<file path="config.mk">
export PLATFORM = sky130hd
export DESIGN_NAME = ld2_bank_writer
export DESIGN_NICKNAME = d
export VERILOG_FILES = /design/src/rtl/ld2_bank_writer.sv
export SDC_FILE = /design/constraint.sdc
export NUM_CORES = 1
export LEC_CHECK = 0
export BUFFER_PORTS_ARGS = -buffer_cell sky130_fd_sc_hd__buf_2
export CORE_UTILIZATION = 46
export CTS_CLUSTER_SIZE = 16
export DETAILED_ROUTE_END_ITERATION = 7
export PLACE_DENSITY = 0.82
export SLEW_MARGIN = 20
export SYNTH_ARGS = -nofsm -noshare
export SYNTH_HDL_FRONTEND = slang
export SYNTH_SLANG_ARGS = --single-unit
</file>
<file path="constraint.sdc">
create_clock -name CP -period 1.87 [get_ports CP]
set_input_delay 0 -clock CP [delete_from_list [all_inputs] [get_ports CP]]
set_output_delay 0 -clock CP [all_outputs]
set_load 0.02 [all_outputs]
</file>
<file path="src/rtl/ld2_bank_writer.sv">
// Write-port sequencer for a bank of active-low-gated transparent latches.
// Data is set up, one gate (or all of them) opens for PULSE cycles, then the gate closes and data is held.
module ld2_bank_writer #(
  parameter int WIDTH = 8,
  parameter int DEPTH = 4,
  parameter int AW    = 2,
  parameter int PULSE = 1
) (
  input  logic             CP,
  input  logic             RST,
  input  logic             REQ,
  input  logic             BCAST,
  input  logic [AW-1:0]    ADDR,
  input  logic [WIDTH-1:0] WDATA,
  output logic             BUSY,
  output logic             ACK,
  output logic             ERR,
  output logic [WIDTH-1:0] D,
  output logic [DEPTH-1:0] GN
);

  localparam int          CW = (PULSE > 1) ? $clog2(PULSE) : 1;
  localparam int unsigned NW = DEPTH;

  typedef enum logic [1:0] {
    S_IDLE,
    S_SETUP,
    S_OPEN,
    S_HOLD
  } state_t;

  state_t           r_state;
  logic [CW-1:0]    r_cnt;
  logic [AW-1:0]    r_addr;
  logic             r_bcast;
  logic             r_err;
  logic             w_addr_ok;
  logic [DEPTH-1:0] w_open_mask;

  // A full bank cannot be addressed out of range.
  if (DEPTH >= (1 << AW)) begin : g_full
    assign w_addr_ok = 1'b1;
  end else begin : g_part
    assign w_addr_ok = (r_addr < AW'(DEPTH));
  end

  always_comb begin
    w_open_mask = '0;
    for (int unsigned j = 0; j < NW; j++) begin
      w_open_mask[j] = r_bcast || (w_addr_ok && (r_addr == AW'(j)));
    end
  end

  always_ff @(posedge CP) begin
    if (RST) begin
      r_state <= S_IDLE;
      r_cnt   <= '0;
      r_addr  <= '0;
      r_bcast <= 1'b0;
      r_err   <= 1'b0;
      BUSY    <= 1'b0;
      ACK     <= 1'b0;
      ERR     <= 1'b0;
      D       <= '0;
      GN      <= '1;
    end else begin
      case (r_state)
        S_IDLE: begin
          ACK <= 1'b0;
          ERR <= 1'b0;
          if (REQ) begin
            r_addr  <= ADDR;
            r_bcast <= BCAST;
            D       <= WDATA;
            BUSY    <= 1'b1;
            r_state <= S_SETUP;
          end
        end
        S_SETUP: begin
          GN      <= ~w_open_mask;
          r_err   <= !w_addr_ok && !r_bcast;
          r_cnt   <= CW'(PULSE - 1);
          r_state <= S_OPEN;
        end
        S_OPEN: begin
          if (r_cnt == '0) begin
            GN      <= '1;
            ACK     <= 1'b1;
            ERR     <= r_err;
            r_state <= S_HOLD;
          end else begin
            r_cnt <= r_cnt - 1'b1;
          end
        end
        S_HOLD: begin
          ACK     <= 1'b0;
          ERR     <= 1'b0;
          BUSY    <= 1'b0;
          r_state <= S_IDLE;
        end
        default: begin
          GN      <= '1;
          BUSY    <= 1'b0;
          r_state <= S_IDLE;
        end
      endcase
    end
  end

endmodule
</file>
==> results.toml, run 1 <==
[status]
outcome = "finished clean"

[drt]
final_antenna_net_count = 0
drt-total-wl_um = 1750
vias_per_cell = 5.15
vias = 736
drc = 0
drt_iter0_markers = 22
drt_first_pass_iters = 4
wl_per_cell_um = 12.2

[placed_design]
io_buffers = 27
gp_congestion = 0.780
dp_hpwl_um = 1160
pre_cts_slack_ps = 204

[cells_and_area]
n_antenna_cell = 0
nNetsFinal = 147
fillerInstances = 124
drive_gt1_share_pct = 26.8
areaGrowthSynthToFinish_pct = 34.7
utilization_pct = 67.7

[floorplan]
die_h_um = 43.0
initial_utilization_pct = 50.2
die_w_um = 43.0
die_area_mm2 = 0.00185
io_pins = 29
core_area_mm2 = 0.00154
num_rows = 14

[sta]
max_clock_freq_ghz = 0.587
layout_setup_ws_ps = 167
fin_crit_ps = 1700
tns_ps = 0
rsz0062_at_grt = "no"
finalHoldViolations = 0
period_share_pct = 91.1
drv_slew = 0
skew_ps = 6.43
setup_viol = 0

[global_route]
grt_first_pass_wirelength_um = 2820
grt_max_degree = 21
grt_pass1_vias = 706
grt_overflow = 0
antenna_found_initial = 0
grt_use_total_pct = 20.4

[run]
maxCapViolCount = 0

[yosys]
synthesis.area_um2 = 774
synthSimpleGateAreaFrac_pct = 17.1
synthAdderAreaFrac_pct = 8.08
synth_nets = 109
synthDistinctLibCells = 21
synth_top_family_by_area = "compound AO/OA/AOI/OAI gates"
synth_compound_area_share_pct = 18.4
synth-seq-area-share_pct = 49.1
synth.avg_cell_area_um2 = 8.61
synthCells = 90
synthXorXnorAreaFrac_pct = 0
synth.area.mux_share_pct = 1.29
synth-seq-cells = 19
yosysWarningCount = 0

[critical_path]
cp_cell_sequence = "inv_1, ha_1, inv_2, or3_4, o32a_2"
max_stage_delay_ps = 420
crit_required_ps = 2060
cp_slowest_cell = "ha_1"
worstPathBufferInverterCount = 2
crit_fanout = 7
cp.arrival_ps = 1900
r2r_slack_ps = 170
critical_path_class = "register to register"
endpoint_kind = "register"
crit_path_start_kind = "register"
crit_family = "adder cells"

[pwr]
ir_worst_vdd_v = 0.000673
powerDensity_mw_per_mm2 = 1320
leakage_uw = 0.000462

[clocking]
clock_sinks = 19
cts_buffers = 3
cts_resized = 0
postCtsSetupRepairBufs = 0
clock_latency_ps = 300
cts_tree = "done"
cts_buffer_depth = 2
h-tree-depth = 1
ctsRootBufferMaster = "clkbuf_4"
path_clk_slew_ps = 120

[hold_path]
hp-class = "input port to register"
what timing repair did:
item / CTS / global route
endpoints found under the setup margin: 0 / 0
hold buffers: 11 / 0
hold endpoints to repair: 11 / 0
worst register-to-register path: stages (launching register included):
cell,delay [ps]
dfxtp_1,390
inv_1,100
ha_1,420
inv_2,80
or3_4,410
o32a_2,190
layout make-up:
cell class	count	area, um^2	share of cell area (%)
Clock inverter	1	5.00	0.480
Clock buffer	3	22.5	2.16
Sequential cell	19	380	36.5
Multi-Input combinational cell	61	352	33.7
Inverter	5	18.8	1.80
Timing Repair Buffer	38	245	23.5
Tap cell	16	20.0	1.92
kinds of logic after synthesis:
group,count (synthesis)
and+or+nand+nor,31
AOI/OAI and AO/OA,23
DFF,19
buffers and inverters,10
adders and majority gates,5
muxes,1
other,1
Yosys cell counts, drive strengths merged:
cell	count	share of area (%)
buf	2	1.6
nor2	1	0.48
nor3	1	0.65
a311oi	1	1.1
inv	5	2.4
or3	1	1.5
and2	1	0.81
o32a	4	5.3
ha	5	8.1
dfxtp	19	49
nand2b	1	0.81
nand2	25	12
conb	1	0.48
mux2i	1	1.3
clkbuf	3	1.5
a211oi	1	0.97
nor2b	1	0.81
a21oi	17	11
sequential cells by signal (all words and copies together) (netlist names):
| signal | count |
|---|---|
| r_state | 2 |
| r_addr | 2 |
| GN | 4 |
| r_bcast | 1 |
| BUSY | 1 |
| ACK | 1 |
| D | 8 |
cell usage in the layout, fill, tap and decap left out, types with 3 or more instances in the layout:
cell type      count
buf_2             27
nand2_1           25
dfxtp_1           19
a21oi_1           17
dlygate4sd3_1     11
ha_1               5
inv_1              4
o32a_1             3
clkbuf_4           3
path summary, 6_finish.rpt:
path / from / end / cells after the start
setup / recovery: r_state[0] / GN[0] / 5
setup reg to reg: r_state[0] / GN[0] / 5
hold reg to reg: D[4] / D[4] / 2
hold / removal: REQ / r_state[1] / 4
through the flow:
step                cells  power [uW]  instance area, um^2  hold slack (ps)
floorplan              90         994                  774              136
global placement      128        1120                  906              241
detailed placement    128        1150                  906              247
CTS                   143        1370                 1040             25.4
global route          143        1480                 1040             42.7
finish                143        1380                 1040             35.0
routing by layer:
layer	wire (um)	vias up	global-route usage [%]
met2	892	29	36.1
met4	10	0	8.48
li1	-	371	-
met5	0	-	0
met3	95	2	5.11
met1	746	334	23.1
where the power goes:
part / internal (uW) / switching [uW] / leakage [uW]
clock: 79.5 / 133 / 0.0000177
sequential: 505 / 61.4 / 0.000156
combinational: 232 / 371 / 0.000288
total: 816 / 565 / 0.000462
Power figures use the tool's default switching activity.
==> inputs of run 2 (changes only) <==
- CORE_ASPECT_RATIO: unset -> 1.1
==> run 2 against run 1 <==
Effect of this change:
- via count down 2.7%
- wire length down 5.1%
- cell count up 0.70%
- setup slack better by 39 ps
- count of clock-buffer cells in the layout unchanged
- sequential share of layout area about the same
- cell area up 0.12%
- non-clock buffer count unchanged
- utilization down 1.4 points
- global-route usage up 0.24 points
- first-iteration DRC count down 64%
- critical path type unchanged
- highest routed layer unchanged
==> results.toml, run 2 (synthesis gave the netlist of run 1 again) <==
[hold_path]
hp-class = "input port to register"
min_path_cells = 4
worstHoldEndpoint = "r_state[1]"
hold_start = "REQ"

[critical_path]
crit_fanout = 7
endpoint_kind = "register"
cp.arrival_ps = 1860
r2r_end = "GN[0]"
reg2reg_depth = 5
crit_path_start_kind = "register"
crit_required_ps = 2060
critical_path_class = "register to register"
r2r-start = "r_state[0]"
r2r_slack_ps = 210

[sta]
max_clock_freq_ghz = 0.601
fin_crit_ps = 1660
period_share_pct = 89.0
finalHoldViolations = 0
drv_slew = 0
tns_ps = 0
skew_ps = 5.54
rsz0062_at_grt = "no"
setup_viol = 0

[cells_and_area]
top_regs = "D: 8 flops, GN: 4 flops"
nNetsFinal = 147
top_register = "D"
final_cell_mix = "buf_2, nand2_1, dfxtp_1, a21oi_1, dlygate4sd3_1"
drive_gt1_share_pct = 26.8
utilization_pct = 66.3
fillerInstances = 136
final_common_cell = "buf_2"
largest_reg_flops = 8
n_antenna_cell = 0
areaGrowthSynthToFinish_pct = 34.9

[clocking]
holdBufCountCts = 11
clock_latency_ps = 290
path_clk_slew_ps = 110
cts_buffer_depth = 2
clock_sinks = 19
postCtsSetupRepairBufs = 0
cts_resized = 0
cts_buffers = 3
cts_tree = "done"
h-tree-depth = 1
ctsRootBufferMaster = "clkbuf_4"

[floorplan]
initial_utilization_pct = 49.1
io_pins = 29
die_area_mm2 = 0.00185
die_h_um = 45.0
die_w_um = 41.1
num_rows = 15
core_area_mm2 = 0.00158

[pwr]
leakage_uw = 0.000462
p_total_uw = 1360
ir_worst_vdd_v = 0.000589
powerDensity_mw_per_mm2 = 1300

[global_route]
antenna_found_initial = 0
grt_first_pass_wirelength_um = 2640
grt_overflow = 0
grt_max_degree = 21
grt_pass1_vias = 610
grt_use_total_pct = 20.7

[drt]
drt-total-wl_um = 1660
wl_per_cell_um = 11.5
final_antenna_net_count = 0
drc = 0
vias_per_cell = 4.97
vias = 716
drt_iter0_markers = 8
drt_first_pass_iters = 4

[placed_design]
gp_congestion = 0.669
io_buffers = 27
dp_hpwl_um = 1080

[status]
outcome = "finished clean"

[run]
maxCapViolCount = 0
-- run 2: cell counts in the layout (fill, tap and decap cells not counted) --
No cell type changed its count.
-- run 2: worst max path at each step --
stage               slack, ps     to       start
global route              130  GN[0]  r_state[0]
finish                    210  GN[0]  r_state[0]
global placement          270  GN[0]  r_state[1]
CTS                       200  GN[0]  r_state[0]
detailed placement        220  GN[0]  r_state[0]
floorplan                 330  GN[0]  r_state[1]
-- run 2: through the flow --
step / hold WS (ps) / instance area (um^2) / setup slack (ps) / std cells
floorplan: 136 / 774 / 327 / 90
CTS: 24.3 / 1040 / 203 / 144
finish: 30.0 / 1040 / 205 / 144
global route: 58.4 / 1040 / 127 / 144
detailed placement: 247 / 907 / 217 / 129
global placement: 240 / 907 / 266 / 129
-- run 2: report_power, final --
group	total, uW	switching [uW]	internal, uW
logic	589	357	231
registers	566	60.6	505
clock network	207	127	79.5
total	1360	545	816
-- run 2: layout make-up --
cell class | instances | area [um^2] | area share [%]
Clock inverter | 1 | 5.00 | 0.479
Sequential cell | 19 | 380 | 36.4
Inverter | 5 | 18.8 | 1.80
Multi-Input combinational cell | 61 | 352 | 33.7
Timing Repair Buffer | 38 | 245 | 23.5
Clock buffer | 3 | 22.5 | 2.16
Tap cell | 17 | 21.3 | 2.04
-- run 2: metal layers --
layer	up-vias	routed length, um	track usage [%]
li1	370	-	-
met1	322	783	29.1
met2	22	776	30.6
met3	2	90	4.43
met4	0	5	7.74
met5	-	0	0
-- run 2: worst max-delay path: stages, from the launching register on --
cell and delay, ps:
dfxtp_1 380, inv_1 100, ha_1 420, inv_2 70, or3_4 400, o32a_2 190
==> inputs of run 3 (changes only) <==
- ABC_AREA: unset -> 1
- CORE_ASPECT_RATIO: 1.1 -> unset
- CORE_UTILIZATION: 46 -> 47
- PLACE_DENSITY: 0.82 -> 0.83
==> run 3 against run 2 <==
Effect of this change:
- register-to-register slack improved by 220 ps
- flip-flop and latch count did not move
- sequential power rose by 9.7%
- total power rose by 18%
- critical path type unchanged
- largest cell class is now multi-input gates
==> results.toml, run 3 <==
[critical_path]
crit_path_start = "r_state[0]"
cp_slowest_cell = "dfxtp_1"
cp.arrival_ps = 1640
cp_cell_sequence = "inv_1, ha_1, nand2_2, inv_2, nor2_1, nor2_1"
crit_family = "simple AND/OR/NAND/NOR gates"
endpoint_kind = "register"
crit_fanout = 15
r2r-start = "r_state[0]"
worstPathBufferInverterCount = 2
crit_required_ps = 2070
crit_path_start_kind = "register"
crit_top_cell = "nor2_1"
max_stage_delay_ps = 420
critical_path_class = "register to register"

[global_route]
grt_first_pass_wirelength_um = 2840
grt_pass1_vias = 689
grt_use_total_pct = 19.6
grt_overflow = 0
antenna_found_initial = 0
grt_max_degree = 16

[yosys]
synth.avg_cell_area_um2 = 7.87
yosys-top-cells-count = "nor2_1, nand2_1, dfxtp_1"
synthDistinctLibCells = 16
synth-seq-cells = 19
synth.most_common_cell = "nor2_1"
yosysWarningCount = 0
ys.flop_type = "dfxtp_1"
synth_area_leaders = "dfxtp_1, nor2_1, o21ai_2"
synthDominantCellAreaShare_pct = 44.8
async_flop_share_pct = 0
synth_edf_count = 0
synth-seq-area-share_pct = 44.8
synth_top_area_cell = "dfxtp_1"
synth_nets = 127
synthCells = 108
synthesis.area_um2 = 850

[clocking]
cts_resized = 0
cts_buffer_depth = 2
clock_latency_ps = 290
h-tree-depth = 1
cts_tree = "done"
postCtsSetupRepairBufs = 0
path_clk_slew_ps = 110
holdBufCountCts = 12
clock_sinks = 19
ctsRootBufferMaster = "clkbuf_4"
cts_buffers = 3

[drt]
drt-total-wl_um = 1750
drt_first_pass_iters = 4
wl_per_cell_um = 10.2
drt_iter0_markers = 14
vias_per_cell = 4.69
drc = 0
vias = 807
final_antenna_net_count = 0

[floorplan]
io_pins = 29
num_rows = 14
die_area_mm2 = 0.00198
core_area_mm2 = 0.00159
die_w_um = 44.5
die_h_um = 44.5
initial_utilization_pct = 53.3

[sta]
layout_setup_ws_ps = 422
max_clock_freq_ghz = 0.690
tns_ps = 0
holdWs_ps = 180
setup_viol = 0
finalHoldViolations = 0
drv_slew = 0
fin_crit_ps = 1450
skew_ps = 6.88
rsz0062_at_grt = "no"
period_share_pct = 77.4

[cells_and_area]
top_register = "D"
top_regs = "D: 8 flops, GN: 4 flops"
final_cells = 172
n_antenna_cell = 0
drive_gt1_share_pct = 29.7
final_cell_mix = "buf_2, nor2_1, nand2_1, dfxtp_1, dlygate4sd3_1"
largest_reg_flops = 8
areaGrowthSynthToFinish_pct = 32.7
nNetsFinal = 168
final_common_cell = "buf_2"

[placed_design]
dp_hpwl_um = 1120
gp_congestion = 0.777
io_buffers = 27
pre_cts_slack_ps = 464
place_inst = 156

[pwr]
p_total_uw = 1600
leakage_uw = 0.000558
ir_worst_vdd_v = 0.000923
powerDensity_mw_per_mm2 = 1420

[status]
outcome = "finished clean"

[hold_path]
hp-class = "input port to register"
hold_start = "REQ"

[run]
maxCapViolCount = 0
run 3: cell types whose count changed after synthesis, moves of 2 or more:
cell	change
o21ai_2	+9
inv_2	+2
o21ai_0	+5
inv_1	+4
nand2_1	-5
a21oi_1	-8
nor2_1	+22
clkbuf_1	-3
o32a_1	-3
run 3: where the power goes:
part	total [uW]	switching [uW]	internal, uW
Clock	207	124	83.0
Sequential	621	80.3	541
Combinational	774	495	279
run 3: cell type report:
cell class,instances,area (um^2)
Timing Repair Buffer,39,255
Fill cell,128,467
Sequential cell,19,380
Clock buffer,4,26.3
Tap cell,24,30.0
Multi-Input combinational cell,75,394
Inverter,11,41.3
run 3: logic make-up (layout without fill, tap and decap cells):
family | count (synthesis) | count (layout) | synth area share (%)
flops | 19 | 19 | 44.8
compound gates | 23 | 23 | 17.5
buf+inv | 14 | 54 | 8.84
fa+ha+maj | 5 | 5 | 7.36
other cells | 1 | 1 | 0.441
simple gates | 46 | 46 | 21.1
run 3: worst paths after layout:
path / end / cells after the start / slack (ps)
worst max-delay path: D[7] / 6 / 420
worst min-delay path: r_state[1] / 5 / 180
worst max register to register: D[7] / 6 / 420
worst min register to register: GN[2] / 2 / 470
run 3: stage by stage:
step	util (%)	cell area (um^2)
6_report	70.7	1130
5_1_grt	70.7	1130
4_1_cts	70.7	1130
3_5_place_dp	61.5	981
3_3_place_gp	61.5	981
2_1_floorplan	-	850
run 3: metal layers:
layer	GRT usage, %	share of wire, %	up-vias
li1	-	-	419
met1	24.1	47	370
met2	32.9	50	16
met3	4.90	3.1	2
met4	7.27	0.57	0
met5	0	0	-
run 3: tightest hold or removal path: stages:
cell and delay (ps):
buf_2 100, inv_1 50, nand2_1 160, o21ai_2 60
nor2_1 70
